==> src/rtl/shift_norm.sv <==
// shift_norm: multi-cycle leading-zero / redundant-sign normalizer using a 16-8-4-2-1 binary search
module shift_norm (
    input  logic        clk,
    input  logic        rst,
    input  logic        start,
    input  logic        al,
    input  logic [31:0] a,
    output logic        busy,
    output logic        done,
    output logic [5:0]  cnt,
    output logic [31:0] norm,
    output logic        zero
);
    typedef enum logic [1:0] {IDLE, RUN, DONE} state_t;
    state_t      r_state, w_next;
    logic [2:0]  r_s;
    logic [31:0] r_w;
    logic [5:0]  r_cnt;
    logic        r_al, r_sg, r_zero;
    logic        w_accept, w_hit;
    logic [5:0]  w_k;
    logic [31:0] w_mask_u, w_mask_s;
    // Step distance, top-bit masks and whether the current step may shift.
    always_comb begin
        w_accept = start && (r_state != RUN);
        w_k      = 6'd16 >> r_s;
        w_mask_u = ~(32'hFFFF_FFFF >> w_k);
        w_mask_s = ~(32'hFFFF_FFFF >> (w_k + 6'd1));
        w_hit    = r_al ? (((r_w ^ {32{r_sg}}) & w_mask_s) == 32'd0)
                        : ((r_w & w_mask_u) == 32'd0);
        w_next   = w_accept ? RUN
                 : (r_state == RUN) ? ((r_s == 3'd4) ? DONE : RUN)
                 : IDLE;
    end
    // State register.
    always_ff @(posedge clk or posedge rst) begin
        if (rst) r_state <= IDLE;
        else     r_state <= w_next;
    end
    // Load operand on an accepted start, then apply one search step per RUN cycle.
    always_ff @(posedge clk or posedge rst) begin
        if (rst) begin
            r_s    <= 3'd0;
            r_w    <= 32'd0;
            r_cnt  <= 6'd0;
            r_al   <= 1'b0;
            r_sg   <= 1'b0;
            r_zero <= 1'b0;
        end else if (w_accept) begin
            r_s    <= 3'd0;
            r_w    <= a;
            r_cnt  <= 6'd0;
            r_al   <= al;
            r_sg   <= a[31];
            r_zero <= al ? ((a == 32'd0) || (a == 32'hFFFF_FFFF)) : (a == 32'd0);
        end else if (r_state == RUN) begin
            r_s <= r_s + 3'd1;
            if (r_s == 3'd4 && !r_al && r_zero) begin
                r_cnt <= 6'd32;
                r_w   <= 32'd0;
            end else if (w_hit) begin
                r_w   <= r_w << w_k;
                r_cnt <= r_cnt + w_k;
            end
        end
    end
    assign busy = (r_state == RUN);
    assign done = (r_state == DONE);
    assign cnt  = r_cnt;
    assign norm = r_w;
    assign zero = r_zero;
endmodule

==> config.mk <==
export PLATFORM = sky130hd
export DESIGN_NAME = shift_norm
export DESIGN_NICKNAME = d
export VERILOG_FILES = /design/src/rtl/shift_norm.sv
export SDC_FILE = /design/constraint.sdc
export NUM_CORES = 1
export LEC_CHECK = 0
export ABC_AREA = 1
export CAP_MARGIN = 20
export CORE_MARGIN = 1
export CORE_UTILIZATION = 50
export DETAILED_ROUTE_END_ITERATION = 10
export PLACE_DENSITY = 0.72
export SLEW_MARGIN = 0
export SYNTH_ARGS = -nofsm -noshare
export SYNTH_HDL_FRONTEND = slang
export SYNTH_SLANG_ARGS = --single-unit
==> constraint.sdc <==
create_clock -name clk -period 8 [get_ports clk]
set_input_delay 1.2 -clock clk [delete_from_list [all_inputs] [get_ports clk]]
set_output_delay 1.2 -clock clk [all_outputs]
set_load 0.02 [all_outputs]
==> run summary, run 1 <==
RUN STATUS
---------------------------------------------------------------------------------
Result of the run .................................................. complete, no violations

LOGIC SYNTHESIS
---------------------------------------------------------------------------------
Ys Warns ...........................................................            0
Combined area of all synthesized cells .............................  0.00538 mm²
Library cell occupying the most area in the post-synthesis netlist .      nand2_1
Seq/Total Area, Yosys ..............................................        0.214
Fraction of synthesis flops using an asynchronous set or reset pin .         1.00
Largest cells by area after synthesis .............................. nand2_1, dfrtp_1, nand3_1, nor2_1, inv_1
Top flip-flop cell by instance count after synthesis ...............      dfrtp_1
Post-synthesis instance total ......................................          950
Area share of the largest cell type after synthesis ................        0.270
Count of cell types in the netlist .................................           39
Number of flip-flops and latches in the synthesized netlist ........           46
Net count after synthesis ..........................................         1003
EDFF count, synth ..................................................            0
Average size of a mapped cell ......................................     5.66 µm²

PWR
---------------------------------------------------------------------------------
Net Sw Power .......................................................    0.00178 W
Comb power frac ....................................................        0.775
Maximum vdd drop ...................................................     0.287 mV
Static power due to leakage ........................................      3.15 nW
Power consumption ..................................................    0.00290 W
Cell Pwr Density ...................................................   470 mW/mm²
Switching Fraction .................................................        0.615
Clock network power share ..........................................        0.052
Flop pwr share .....................................................        0.173
Internal portion of total power ....................................    0.00112 W

CLOCK NETWORK
---------------------------------------------------------------------------------
Buffer levels on the longest clock path ............................            2
Cells resized by post-CTS repair ...................................            0
Number of setup buffers added after CTS ............................            0
H-tree level count .................................................            2
Hold bufs inserted after CTS .......................................            0
Register clock-pin slew on the reported worst setup and hold paths .       100 ps
Root cell of the clock tree ........................................     clkbuf_8
Worst-skew pair later-pin latency ..................................       320 ps
Num Clock Sinks ....................................................           46
CTS tree ...........................................................        built
Clock buffer count from CTS ........................................            5

GRT
---------------------------------------------------------------------------------
First-pass GRT wire length .........................................     31300 µm
Overall fraction of global-route tracks in use .....................        0.366
GRT overflow .......................................................            0
Vias in the first global route .....................................         5774
Number of antenna violations at the first check in global routing ..            0
Maximum number of pins on one net before global-route repair .......           56

SETUP PATH
---------------------------------------------------------------------------------
Arrival @ worst endpoint ...........................................      4950 ps
Highest-delay cell along the critical path .........................      nand2_2
Max Fanout on Critical Path ........................................           55
Worst reg2reg startpoint ...........................................       r_s[1]
Register-to-register path setup slack ..............................      3250 ps
Critical R2R Capture ...............................................       cnt[0]
Most common cell type on the critical path .........................      nand2_1
R2r worst-path depth ...............................................           22
Max stage delay on crit path .......................................       610 ps
Category of the worst setup path capture point .....................     register
Worst Setup Start Kind .............................................     register
Critical Setup Path Class .......................................... register to register
Required time of the critical path .................................      8200 ps
Worst-path cell chain .............................................. inv_1 -> ha_1 -> nand2_2 -> inv_2 -> ha_1 -> inv_1 -> ha_1 -> inv_1 -> nor2_1 -> nand2_1 -> o21ai_1 -> nand2_1 -> clkinv_1 -> nand2_1 -> nor2_1 -> nand3_1 -> nand3_1 -> buf_4 -> nand2_1 -> buf_4 -> nand2_1 -> o21ai_2

TIMING
---------------------------------------------------------------------------------
Slew at the pin closest to its max-slew limit ......................      1100 ps
Tightest slew margin relative to the limit .........................        0.264
Post-route fraction of the period consumed by the critical path ....        0.594
Top achievable clock speed .........................................    0.210 GHz
Max-slew violation count ...........................................            0
Min Clock Period, post-route .......................................      4750 ps
Unrepaired setup endpoints after global routing ....................           no
Fin Clk Skew .......................................................      14.8 ps
Minimum hold slack .................................................       540 ps
Count of endpoints failing setup in the final report ...............            0
Final Hold Viols ...................................................            0
Final worst setup slack ............................................      3250 ps
Sum of negative setup slack ........................................         0 ps

PLACE
---------------------------------------------------------------------------------
GP Congestion ......................................................         1.02
Port Buf Inserts ...................................................           76
HPWL Detailed ......................................................     14900 µm
Setup slack at placement ...........................................      3370 ps

FLOORPLAN
---------------------------------------------------------------------------------
Number of rows in the core area ....................................           37
Die width ..........................................................       106 µm
Die Y ..............................................................       106 µm
Die area ...........................................................   0.0112 mm²
Starting utilization of the core area ..............................        0.518
Area of the core ...................................................   0.0104 mm²
Io pins ............................................................           77

DETAILED ROUTING
---------------------------------------------------------------------------------
Via/cell ratio .....................................................         5.85
Routed wire length .................................................     19900 µm
Residual DRC count .................................................            0
Number of vias after detailed routing ..............................         6582
Detailed-routing iteration count for the pre-antenna-repair pass ...            8
Routed wire length per instance ....................................      17.7 µm
DRT iter0 DRCs .....................................................          768
Antenna-violating nets left ........................................            0

MIN PATH
---------------------------------------------------------------------------------
Worst min-delay path category ...................................... register to register
Hold path startpoint ...............................................       cnt[3]
Capture endpoint of the worst hold path ............................       cnt[3]
Number of stages on the worst hold path ............................            2

LAYOUT
---------------------------------------------------------------------------------
Fraction of layout cells with a size suffix above 1 ................       0.0404
Antenna diode instance count .......................................            0
Synthesis-to-finish area growth ....................................        14.8%
Number of nets in the layout .......................................         1042

RUN
---------------------------------------------------------------------------------
Max capacitance violation total ....................................            0

-- cells by family (layout without fill, tap and decap cells) --
group / Yosys count / count (layout) / share of synthesized area
mux: 1 / 1 / 0.00186
buf+inv: 127 / 167 / 0.109
compound gates: 122 / 122 / 0.125
simple gates: 625 / 625 / 0.489
fa+ha+maj: 17 / 17 / 0.0410
xor+xnor: 12 / 12 / 0.0196
flops: 46 / 46 / 0.214
-- critical path, delay by kind of cell (launching register included) --
kind,cells,cell delay [ps]
buffers and inverters,7,1540
adder cells (fa/ha/maj),3,1000
flip-flops,1,440
AO/OA/AOI/OAI,2,180
AND/OR/NAND/NOR,10,1460
-- registers in the layout, summed over array words and instances (netlist names) --
name / cells
r_sg: 1
r_s: 3
cnt: 6
zero: 1
r_al: 1
norm: 32
r_state: 2
-- power groups by stage --
stage	clock (W)	combinational (W)	sequential, W
after global routing	0.000166	0.00247	0.000511
after CTS	0.000153	0.00220	0.000495
after detailed placement	0	0.00219	0.000499
final	0.000151	0.00225	0.000502
after global placement	0	0.00218	0.000500
after floorplan	0	0.00155	0.000516
-- how the worst max path moves through the flow --
| stage | slack (ps) | depth (start not counted) | startpoint | end |
|---|---|---|---|---|
| 5_1_grt | 2930 | 22 | r_s[1] | cnt[0] |
| 2_1_floorplan | 4960 | 23 | r_s[1] | norm[22] |
| 3_3_place_gp | 3490 | 22 | r_s[1] | cnt[2] |
| 4_1_cts | 3350 | 22 | r_s[1] | cnt[0] |
| 3_5_place_dp | 3370 | 22 | r_s[1] | norm[27] |
| 6_report | 3250 | 22 | r_s[1] | cnt[0] |
-- cell type report --
cell class                 instances  area (µm²)
sequential                        46        1150
timing repair buffer              83         826
inverter                          76         290
clock inverter                     3        21.3
multi-input combinational        777        3640
fill                            1123        4200
clock buffer                       5        68.8
tap                              136         170
-- layout by cell type, fill, tap and decap left out, drive strengths merged, types with 13 or more instances in the layout --
cell type,count
nand3,133
dfrtp,46
inv,73
a21oi,25
nor2,69
nand2,391
o21ai,78
nand4,13
clkdlybuf4s50,76
ha,16
-- per-layer routing --
metal | vias to the layer above | GRT usage | routed length, µm
met5 | - | 0 | 0
met4 | 0 | 0.195 | 1080
met3 | 83 | 0.0594 | 1970
met2 | 396 | 0.531 | 8350
met1 | 2945 | 0.515 | 8550
li1 | 3158 | - | -
-- cell usage after synthesis, types with 4 or more instances --
cell type,instances
a31oi_1,4
buf_4,10
inv_2,6
nand3_1,132
nor4_1,9
clkbuf_1,18
buf_2,10
inv_1,66
o21ai_1,24
nand2_1,386
xor2_1,12
o211ai_1,9
buf_6,7
nor2_1,68
a21oi_1,25
buf_1,6
nand4_1,13
o21ai_0,48
dfrtp_1,46
o21ai_2,6
ha_1,16
-- stage by stage --
| step | instance area (µm²) | cells | utilization |
|---|---|---|---|
| after floorplan | 5380 | 950 | - |
| after global placement | 6060 | 1117 | 0.584 |
| after detailed placement | 6060 | 1117 | 0.584 |
| after CTS | 6150 | 1125 | 0.593 |
| after global routing | 6170 | 1126 | 0.595 |
| final | 6170 | 1126 | 0.595 |
Power figures use the tool's default switching activity.
==> run 2: changes to the inputs <==
--- a/config.mk
+++ b/config.mk
@@ -10,7 +10,7 @@
 export CORE_MARGIN = 1
 export CORE_UTILIZATION = 50
 export DETAILED_ROUTE_END_ITERATION = 10
-export PLACE_DENSITY = 0.72
+export PLACE_DENSITY = 0.75
 export SLEW_MARGIN = 0
 export SYNTH_ARGS = -nofsm -noshare
 export SYNTH_HDL_FRONTEND = slang
==> constraint.sdc (replaced) <==
create_clock -name clk -period 3.9 [get_ports clk]
set_input_delay 0.585 -clock clk [delete_from_list [all_inputs] [get_ports clk]]
set_output_delay 0.585 -clock clk [all_outputs]
set_load 0.02 [all_outputs]
==> run 2 against run 1 <==
Compared with the run above:
- worst hold slack got worse by 75 ps
- die area is the same
- non-clock buffer count is 9 higher
- highest routed layer unchanged
- critical endpoint is now norm[27]
- clock skew decreased by 3.2 ps
==> run summary, run 2 (same netlist as run 1, synthesis figures left out) <==
RUN STATUS
---------------------------------------------------------------------------------
Result of the run .................................................. complete, no violations

LAYOUT
---------------------------------------------------------------------------------
Commonest non-fill, non-tap cell in the layout .....................      nand2_1
Fraction of layout cells with a size suffix above 1 ................       0.0480   +0.00764
Most frequent cells in the layout .................................. nand2_1, nand3_1, clkdlybuf4s50_1, nor2_1, inv_1
Filler-free cell count of the finished design ......................         1135   +0.80%
Number of nets in the layout .......................................         1051   +0.86%
Flip-flop count of the largest register after layout ...............           32   unchanged
Antenna diode instance count .......................................            0   unchanged
Synthesis-to-finish area growth ....................................        16.2%

CLOCK NETWORK
---------------------------------------------------------------------------------
Number of setup buffers added after CTS ............................            0   unchanged
Clock buffer count from CTS ........................................            5   unchanged
Num Clock Sinks ....................................................           46   unchanged
H-tree level count .................................................            2   unchanged
Root cell of the clock tree ........................................     clkbuf_8
Worst-skew pair later-pin latency ..................................       310 ps   about the same
CTS tree ...........................................................        built
Buffer levels on the longest clock path ............................            2   unchanged
Hold bufs inserted after CTS .......................................            0   unchanged
Register clock-pin slew on the reported worst setup and hold paths .       100 ps   about the same
Cells resized by post-CTS repair ...................................            0   unchanged

GRT
---------------------------------------------------------------------------------
Overall fraction of global-route tracks in use .....................        0.363   -0.00226
GRT overflow .......................................................            0   unchanged
Number of antenna violations at the first check in global routing ..            0   unchanged
Maximum number of pins on one net before global-route repair .......           54   -3.6%
First-pass GRT wire length .........................................     31500 µm   +0.42%
Vias in the first global route .....................................         6055   +4.9%

DETAILED ROUTING
---------------------------------------------------------------------------------
Antenna-violating nets left ........................................            0   unchanged
Via/cell ratio .....................................................         5.82   -0.48%
DRT iter0 DRCs .....................................................          900   +17%
Detailed-routing iteration count for the pre-antenna-repair pass ...            5   -3
Residual DRC count .................................................            0   unchanged
Routed wire length .................................................     19900 µm   -0.35%
Number of vias after detailed routing ..............................         6603   +0.32%
Routed wire length per instance ....................................      17.5 µm   -1.1%

FLOORPLAN
---------------------------------------------------------------------------------
Io pins ............................................................           77   unchanged
Number of rows in the core area ....................................           37   unchanged
Die Y ..............................................................       106 µm   unchanged
Area of the core ...................................................   0.0104 mm²   unchanged
Die area ...........................................................   0.0112 mm²   unchanged
Die width ..........................................................       106 µm   unchanged
Starting utilization of the core area ..............................        0.518   unchanged

TIMING
---------------------------------------------------------------------------------
Final worst setup slack ............................................       416 ps   -2830 ps
Fin Clk Skew .......................................................      11.6 ps   -3.22 ps
Max-slew violation count ...........................................            0   unchanged
Unrepaired setup endpoints after global routing ....................           no
Final Hold Viols ...................................................            0   unchanged
Min Clock Period, post-route .......................................      3480 ps   -1270 ps
Count of endpoints failing setup in the final report ...............            0   unchanged
Top achievable clock speed .........................................    0.287 GHz   +36%
Sum of negative setup slack ........................................         0 ps   unchanged
Post-route fraction of the period consumed by the critical path ....        0.893   +0.299
Tightest slew margin relative to the limit .........................        0.514   +0.250
Slew at the pin closest to its max-slew limit ......................       729 ps   -373 ps
Minimum hold slack .................................................       466 ps   -74.6 ps

PWR
---------------------------------------------------------------------------------
Maximum vdd drop ...................................................     0.518 mV   +80%
Net Sw Power .......................................................    0.00367 W   +110%
Clock network power share ..........................................        0.052   about the same
Static power due to leakage ........................................      3.20 nW   +1.6%
Flop pwr share .....................................................        0.172   about the same
Switching Fraction .................................................        0.609   -0.00599
Internal portion of total power ....................................    0.00236 W   +110%
Comb power frac ....................................................        0.776   about the same
Cell Pwr Density ...................................................   966 mW/mm²   +110%

SETUP PATH
---------------------------------------------------------------------------------
R2r worst-path depth ...............................................           18   -18%
Worst reg2reg startpoint ...........................................       r_s[2]
Worst Setup Start Kind .............................................     register
Arrival @ worst endpoint ...........................................      3730 ps   -1220 ps
Required time of the critical path .................................      4150 ps   -4050 ps
Critical Setup Path Class .......................................... register to register
Critical R2R Capture ...............................................     norm[27]
Max Fanout on Critical Path ........................................           34   -38%
CP endpoint ........................................................     norm[27]
Start point of the critical path ...................................       r_s[2]
Category of the worst setup path capture point .....................     register
Register-to-register path setup slack ..............................       420 ps   -2830 ps

PLACE
---------------------------------------------------------------------------------
HPWL Detailed ......................................................     14900 µm   -0.20%
Port Buf Inserts ...................................................           76   unchanged
Setup slack at placement ...........................................       510 ps   -2860 ps
GP Congestion ......................................................         1.00   -1.1%
Cell Count Post-Placement ..........................................         1126   +0.81%

RUN
---------------------------------------------------------------------------------
Max capacitance violation total ....................................            0   unchanged

MIN PATH
---------------------------------------------------------------------------------
Worst min-delay path category ...................................... primary input to asynchronous set/reset pin

[run 2: final cells by class]
type,instances,area (µm²)
flip-flops and latches,46,1150
repair buffers,92,906
fillers,1089,4120
clock buffers,6,72.6
well taps,136,170
inverters,76,290
clock inverters,2,13.8
multi-input cells,777,3640
[run 2: worst max-delay path, cell delays in order (launching register included)]
cell      delay [ps]
dfrtp_1          540
inv_6            210
ha_1             200
buf_4            370
inv_1            120
ha_1             310
nand3b_1         230
nand2_1           90
nand2_1           50
nand2_1           50
inv_1             40
a21oi_1          110
nor2_1            50
nand2_1           60
nand3_1          100
nand2_1          430
buf_12           270
nand2_1           90
o21ai_2           60
[run 2: stage by stage]
stage / power, W / area (µm²) / util
final: 0.00603 / 6250 / 0.602
after CTS: 0.00591 / 6230 / 0.600
after global placement: 0.00557 / 6140 / 0.592
after floorplan: 0.00424 / 5380 / -
after global routing: 0.00655 / 6250 / 0.602
after detailed placement: 0.00558 / 6140 / 0.592
[run 2: layer usage]
layer | track usage | up-vias | part of all wire
met1 | 0.495 | 2952 | 0.41
met2 | 0.547 | 421 | 0.43
li1 | - | 3172 | -
met4 | 0.171 | 0 | 0.043
met3 | 0.0754 | 58 | 0.12
met5 | 0 | - | 0
[run 2: how the worst min path moves through the flow]
stage | start | to | depth (start not counted)
after floorplan | r_al | r_al | 2
after global placement | cnt[0] | cnt[0] | 2
after detailed placement | norm[0] | norm[0] | 2
after CTS | norm[0] | norm[0] | 2
after global routing | rst | r_state[1] | 2
final | rst | r_s[1] | 2
[run 2: power by group through the flow]
stage          Combinational (W)  Clock (W)  Sequential, W
2_1_floorplan            0.00318          0        0.00106
3_3_place_gp             0.00453          0        0.00103
4_1_cts                  0.00457   0.000314        0.00102
6_report                 0.00468   0.000315        0.00104
3_5_place_dp             0.00455          0        0.00103
5_1_grt                  0.00515   0.000335        0.00106
